## config.mk

```make
export PLATFORM = sky130hd
export DESIGN_NAME = bubble_regfile_mp
export DESIGN_NICKNAME = d
export VERILOG_FILES = /design/src/rtl/bubble_pkg.sv /design/src/rtl/bubble_scoreboard.sv /design/src/rtl/bubble_regfile_mp.sv
export SDC_FILE = /design/constraint.sdc
export NUM_CORES = 2
export LEC_CHECK = 0
export ABC_AREA = 1
export CORE_MARGIN = 2
export CORE_UTILIZATION = 30
export CTS_CLUSTER_DIAMETER = 40
export CTS_CLUSTER_SIZE = 14
export DETAILED_ROUTE_END_ITERATION = 16
export PLACE_DENSITY = 0.55
export SETUP_SLACK_MARGIN = 0.02
export SLEW_MARGIN = 15
export SYNTH_ARGS = -nofsm -noshare
export SYNTH_HDL_FRONTEND = slang
export SYNTH_SLANG_ARGS = --single-unit
```

## constraint.sdc

```tcl
create_clock -name clk -period 4.5 [get_ports clk]
set_input_delay 1.35 -clock clk [delete_from_list [all_inputs] [get_ports clk]]
set_output_delay 1.35 -clock clk [all_outputs]
set_load 0.005 [all_outputs]
```

## src/rtl/bubble_pkg.sv

```systemverilog
// Shared BUBBLE core constants: register file geometry and
// architectural register indices the decoder refers to.
package bubble_pkg;

  localparam int DATA_W     = 32;
  localparam int REG_ADDR_W = 5;
  localparam int NUM_REGS   = 32;

  localparam int ZERO_IDX = 0;
  localparam int RA_IDX   = 1;
  localparam int SP_IDX   = 2;
  localparam int GP_IDX   = 3;
  localparam int TP_IDX   = 4;

  typedef logic [REG_ADDR_W-1:0] reg_idx_t;
  typedef logic [DATA_W-1:0]     reg_data_t;

endpackage

```

## src/rtl/bubble_scoreboard.sv

```systemverilog
// Per-register busy flags: decode reserves, writeback releases.
// Reservation beats release on the same index (younger producer).
module bubble_scoreboard
  import bubble_pkg::*;
#(
  parameter int NUM_REGS = bubble_pkg::NUM_REGS,
  parameter int ADDR_W   = bubble_pkg::REG_ADDR_W,
  parameter int ZERO_REG = 1
) (
  input  logic                clk,
  input  logic                rst,
  input  logic                rsv_en,
  input  logic [ADDR_W-1:0]   rsv_addr,
  input  logic                clr_en,
  input  logic [ADDR_W-1:0]   clr_addr,
  output logic [NUM_REGS-1:0] busy
);

  logic [NUM_REGS-1:0] busy_q;
  logic [NUM_REGS-1:0] busy_d;

  always_comb begin
    busy_d = busy_q;
    if (clr_en) begin
      busy_d[clr_addr] = 1'b0;
    end
    if (rsv_en) begin
      busy_d[rsv_addr] = 1'b1;
    end
    if (ZERO_REG != 0) begin
      busy_d[ZERO_IDX] = 1'b0;
    end
  end

  always_ff @(posedge clk) begin
    if (rst) begin
      busy_q <= '0;
    end else begin
      busy_q <= busy_d;
    end
  end

  assign busy = busy_q;

endmodule

```

## src/rtl/bubble_regfile_mp.sv

```systemverilog
// Multi-port register file with busy scoreboard for BUBBLE.
// Define REGFILE_WR_BYPASS_EN for same-cycle write-to-read bypass.
module bubble_regfile_mp
  import bubble_pkg::*;
#(
  parameter int DATA_W   = bubble_pkg::DATA_W,
  parameter int NUM_REGS = bubble_pkg::NUM_REGS,
  parameter int ADDR_W   = bubble_pkg::REG_ADDR_W,
  parameter int NUM_RD   = 2,
  parameter int ZERO_REG = 1
) (
  input  logic                     clk,
  input  logic                     rst,
  input  logic [NUM_RD*ADDR_W-1:0] rd_addr,
  output logic [NUM_RD*DATA_W-1:0] rd_data,
  output logic [NUM_RD-1:0]        rd_busy,
  input  logic                     wr_en,
  input  logic [ADDR_W-1:0]        wr_addr,
  input  logic [DATA_W-1:0]        wr_data,
  input  logic                     rsv_en,
  input  logic [ADDR_W-1:0]        rsv_addr,
  output logic                     any_busy
);

  localparam logic [ADDR_W-1:0] ZA = ADDR_W'(ZERO_IDX);

  logic [DATA_W-1:0]   mem_q [NUM_REGS];
  logic [NUM_REGS-1:0] busy;
  logic                wr_ok;

  assign wr_ok = wr_en && !(ZERO_REG != 0 && wr_addr == ZA);

  always_ff @(posedge clk) begin
    if (rst) begin
      for (int i = 0; i < NUM_REGS; i++) begin
        mem_q[i] <= '0;
      end
    end else if (wr_ok) begin
      mem_q[wr_addr] <= wr_data;
    end
  end

  bubble_scoreboard #(
    .NUM_REGS (NUM_REGS),
    .ADDR_W   (ADDR_W),
    .ZERO_REG (ZERO_REG)
  ) u_sb (
    .clk      (clk),
    .rst      (rst),
    .rsv_en   (rsv_en),
    .rsv_addr (rsv_addr),
    .clr_en   (wr_en),
    .clr_addr (wr_addr),
    .busy     (busy)
  );

  for (genvar k = 0; k < NUM_RD; k++) begin : g_rd
    logic [ADDR_W-1:0] ra;
    logic [DATA_W-1:0] rdat;
    logic              rbsy;

    assign ra = rd_addr[k*ADDR_W +: ADDR_W];

    always_comb begin
      rdat = mem_q[ra];
      rbsy = busy[ra];
`ifdef REGFILE_WR_BYPASS_EN
      if (wr_en && wr_addr == ra) begin
        rdat = wr_data;
        rbsy = busy[ra] && rsv_en && rsv_addr == ra;
      end
`endif
      // Hardwired zero overrides any bypass
      if (ZERO_REG != 0 && ra == ZA) begin
        rdat = '0;
        rbsy = 1'b0;
      end
    end

    assign rd_data[k*DATA_W +: DATA_W] = rdat;
    assign rd_busy[k] = rbsy;
  end

  assign any_busy = |busy;

endmodule

```

Word-level counts from Yosys, hierarchy flattened
Memories as Yosys holds them, arrays and structs flattened.
Cells that the tools add are included.
- $lt $le $gt $ge: 6
- mux-type cells: 22
- bitwise gates (word level): 3
- reductions and logical operators: 9
- operators by type and width (kind ; count):
    32-bit two-way mux ; 5
    32-bit OR reduction ; 2
    32-bit bitwise AND ; 1
    32-bit NOT ; 1
    32-bit OR ; 1
    5-bit by 6-bit < comparator with 1-bit output (second input constant) ; 4
    5-bit zero test ; 3
    1-bit two-way mux ; 12
    1-bit binary-select mux with 5-bit select ; 2
    1-bit demux with 5-bit select ; 2
    5-bit by 1-bit greater-or-equal comparator with 1-bit output (second input constant) ; 2
    5-bit two-way mux ; 1
    1-bit logical AND ; 3
    1-bit zero test ; 1
- register bits: 32
- RAM bits: 1024
- bits of input ports: 56
- output and inout bits: 67
- logic and storage cells: 43
- memories: 1
- memories (memory ; depth ; bits a word ; read ports ; clocked after Yosys merged registers in ; write ports ; line ; RTL):
    mem_q ; 32 ; 32 ; 2 ; 0 ; 32 ; bubble_regfile_mp.sv:27 ; logic [DATA_W-1:0] mem_q [NUM_REGS];

Logic depth before layout (Yosys ltp)
- word-level depth: 9
- mapped depth: 13
- mapped depth without buffers: 9

Hierarchy
A second synthesis with hierarchy kept.
- cells, all modules: 7620
- area, all modules: 58828.9 um2
- by module, submodules not included (module ; instances ; cells an instance ; area an instance (um2) ; seq. area each (um2)):
    bubble_regfile_mp ; 1 ; 7418 ; 57398.8 ; 30749.5
    bubble_scoreboard ; 1 ; 202 ; 1430.1 ; 620.6

Worst setup path before layout
OpenSTA, ideal clock, no wires.
- path kind: input to output
- start point: in rd_addr[0]
- end point: out rd_data[14]
- arrival time: 2620 ps
- data required time: 3150 ps
- setup slack: 530 ps
- stages on the path: 12
- buffers on the path: 3
- cells stage by stage: buf_2 -> inv_2 -> clkbuf_1 -> clkbuf_1 -> nand2_1 -> nand3_1 -> nand3_1 -> nand2_1 -> nand2_1 -> nand3_1 -> nand2_1 -> nor2_1
- word-level cells in the longest chain between the ends: 2
- elaborated cells on any way between the ends: 3
- those cells by class: mux (1); reduce/logical (1); memory (1)
- RTL lines (element ; line ; RTL):
    from (decl) ; bubble_regfile_mp.sv:14 ; input logic [NUM_RD*ADDR_W-1:0] rd_addr,
    memory 32 x 32 bit / 5-bit zero test (equally long branches) ; - ;
    32-bit two-way mux * ; bubble_regfile_mp.sv:74 ; if (ZERO_REG != 0 && ra == ZA) begin
    to (decl) ; bubble_regfile_mp.sv:15 ; output logic [NUM_RD*DATA_W-1:0] rd_data,
Mark *: on every way between the ends. The rest lies on a longest branch, timed or not.

Worst setup path in the final report
- start point: in rd_addr[5]
- end point: out rd_data[38]
Same word-level chain as after synthesis.

==> impl_metrics.toml <==
[run_status]
outcome = "complete, but fails checks"
failed_checks = "setup timing"

[sta]
fmaxAchievable_ghz = 0.213
whs_ps = 503
hold_viol_final = 0
maxSlewHeadroom = 0.221
fin_ws_ps = -205
rsz0062_at_grt = "yes"
finClkSkew_ps = 0
period_needed_ps = 4700
setup-violations-final = 13
worst_slew_pin_slew_ps = 1170
fin_crit_sh = 1.05
drv_slew = 0

[critical_path]
path_delay_family = "buffers and inverters"
crit_cells = 14
rr_startpoint = "u_sb.busy[14]$_SDFF_PP0_"
crit_required_ps = 3150
start_kind = "input pin"
max_stage_delay_ps = 530
crit_type = "input pin to primary output"
worstPathMaxFanout = 14
r2r_slack_ps = 3770
cp_cell_sequence = "buf_16 -> clkinv_16 -> buf_12 -> buf_6 -> nand2_1 -> nand3_1 -> nand3_1 -> nand2_2 -> nand2_1 -> nand3_1 -> nand2_1 -> nor2_1 -> buf_4 -> clkdlybuf4s50_1"
slowest_stage = "clkdlybuf4s50_1"
r2r-end = "u_sb.busy[14]$_SDFF_PP0_"
worstRegToRegCells = 2
crit_arrival_ps = 3350
critPathBufInv = 6
critPathLaunch = "rd_addr[5]"
crit_path_end_kind = "primary output"

[placed_design]
dp_hpwl_mm = 159
place.gp.congestion = 0.921
post-place-ws_ps = -811
numPortBuffers = 122

[detailed_routing]
first_pass_iters = 6
vias = 59600
drc = 0
ant_nets = 0
wl_per_cell_um = 26.1
drt-total-wl_mm = 281
vias_per_cell = 5.55
dr.first_iter.drc_count = 8917

[grt]
grt_overflow_total = 0
grt_pass1_wl_mm = 390
grt_max_degree = 46
grt_pass1_vias = 55700
grt_antenna_before_repair = 14
grtUsageTotal = 0.269

[cts]
cts_tree = "done"
cts.sinks = 1055
clkTransAtPathRegs_ps = 50
cts-root-buf = "clkbuf_16"
cts.htree.levels = 4
clk_latency_ps = 830
cts_buffers = 189
cts_max_path_buffers = 3

[floorplan]
core-area_mm2 = 0.195
ioPinCount = 123
die_w_um = 447
initial_utilization = 0.302
fp-row-count = 162
dieArea_mm2 = 0.200
die_h_um = 447

[power_and_ir_drop]
pwr_density_cell_mw_per_mm2 = 400
ir_drop_mv = 0.329
p_leak_nw = 32.2

[worst_hold_path]
worstHoldPathCells = 2
whs_endpoint = "u_sb.busy[4]$_SDFF_PP0_"
hp-class = "flop to flop"
min_from = "u_sb.busy[4]$_SDFF_PP0_"

[yosys]
synth-seq-cells = 1055
yosys.area_share.simple = 0.384
synth_edf_count = 1024
synth_top_family_by_area = "simple AND/OR/NAND/NOR gates"
synthCells = 7565
synthAdderAreaFrac = 0
synth_top_area_cell = "edfxtp_1"
synth_area_leaders = "edfxtp_1 52%, nand2_1 17%, nand3_1 12%, nor2_1 8.1%, clkbuf_1 2.4%"
yosysSeqAreaShare = 0.533
synth_top_cell_area_share = 0.522
ys_types = 30
synth_async_sr_flop_share = 0
synthXorXnorAreaFrac = 0
synthTopCellsByCount = "2,681 x nand2_1, 1,434 x nand3_1, 1,270 x nor2_1, 1,024 x edfxtp_1, 372 x clkbuf_1"
muxShareOfSynthArea = 0
syn_area_per_cell_um2 = 7.78
yosysMostFrequentCell = "nand2_1"
synth_compound_area_frac = 0.0258
syn_area_mm2 = 0.0589
yosys_warnings = 0
ys.flop_type = "edfxtp_1"

[run]
maxCapViolCount = 0

[finish]
area_delta_synth_final_pct = 30.6
num-nets-final = 8006
drive_gt1_frac = 0.159
nFillCells = 19300
worst max-delay path by stage:
stage,endpoint,slack (ps)
floorplan,rd_data[14],530
global placement,rd_data[63],-760
detailed placement,rd_data[63],-810
CTS,rd_data[38],-250
global route,rd_data[44],-270
finish,rd_data[38],-200
layout by cell type, fill, tap and decap left out, types with 11 or more instances in the layout:
| cell | synthesis | routed |
|---|---|---|
| nand2_1 | 2681 | 2609 |
| nand3_1 | 1434 | 1415 |
| nor2_1 | 1270 | 1194 |
| edfxtp_1 | 1024 | 1024 |
| buf_4 | 3 | 426 |
| clkbuf_16 | 0 | 216 |
| buf_12 | 0 | 162 |
| a21oi_1 | 151 | 144 |
| o21ai_0 | 144 | 126 |
| inv_1 | 87 | 84 |
| nand2_2 | 1 | 72 |
| nor2_2 | 9 | 71 |
| clkdlybuf4s50_1 | 0 | 53 |
| buf_16 | 0 | 48 |
| buf_6 | 30 | 34 |
| conb_1 | 1 | 32 |
| dfxtp_1 | 31 | 31 |
| inv_6 | 0 | 30 |
| nand3_2 | 11 | 30 |
| dlymetal6s2s_1 | 0 | 26 |
| clkinv_2 | 1 | 23 |
| clkinvlp_4 | 0 | 23 |
| bufinv_16 | 0 | 22 |
| clkinv_4 | 0 | 20 |
| clkinv_1 | 3 | 19 |
| o21ai_1 | 0 | 17 |
| clkbuf_2 | 0 | 15 |
| nor2_4 | 0 | 14 |
| clkbuf_1 | 372 | 14 |
| nand3_4 | 13 | 13 |
| buf_8 | 2 | 13 |
| inv_8 | 0 | 12 |
| nor3_1 | 12 | 11 |
worst register-to-register path, cell delays in order (launching register included):
cell	delay (ps)
dfxtp_1	450
nand2_1	90
a21oi_1	120
registers in the layout, indices dropped and copies added, names as in the netlist:
signal / cells
mem_q: 1024
u_sb.busy: 31
per-layer routing:
layer	GRT usage	routed length, um	up-vias	part of all wire
met5	0	80	-	0.00029
met4	0.161	19100	12	0.068
met3	0.0600	36200	1018	0.13
met2	0.404	121000	4530	0.43
met1	0.352	105000	28200	0.37
li1	-	-	25800	-
final cells by class:
type	instances	area (um2)	area share
antenna	5	12.5	0.000163
clock buffer	204	4810	0.0626
clock inverter	148	1660	0.0216
inverter	97	470	0.00612
multi-input combinational	5779	24900	0.323
sequential	1055	31400	0.408
tap	2624	3280	0.0427
timing repair buffer	824	10300	0.135
timing repair inverter	4	55.1	0.000716
what timing repair did:
action | in CTS | in global routing
cloned | 24 | 29
hold buffers | 0 | 0
resized for setup | 145 | 267
pin swaps | 11 | 72
endpoints found under the setup margin | 66 | 55
buffers inserted | 18 | 70
where the power goes:
part | internal, W | switching [W]
sequential | 0.0113 | 0.000289
clock | 0.00912 | 0.00552
combinational | 0.00160 | 0.00287
metrics by stage:
stage               power [W]  utilization  setup TNS (ps)  cells  instance area, um2
finish                 0.0307        0.394           -1510  10700               76800
global route           0.0315        0.394           -2860  10700               76800
CTS                    0.0304        0.384           -7540  10600               74800
detailed placement     0.0157        0.344          -16630  10200               67000
global placement       0.0157        0.344          -16080  10200               67000
floorplan              0.0137            -               0   7596               59000
cell families after synthesis:
logic type / after synthesis
compound gates: 300
buf+inv: 762
other cells: 1
simple gates: 5447
flops: 1055
Power figures use the tool's default switching activity.
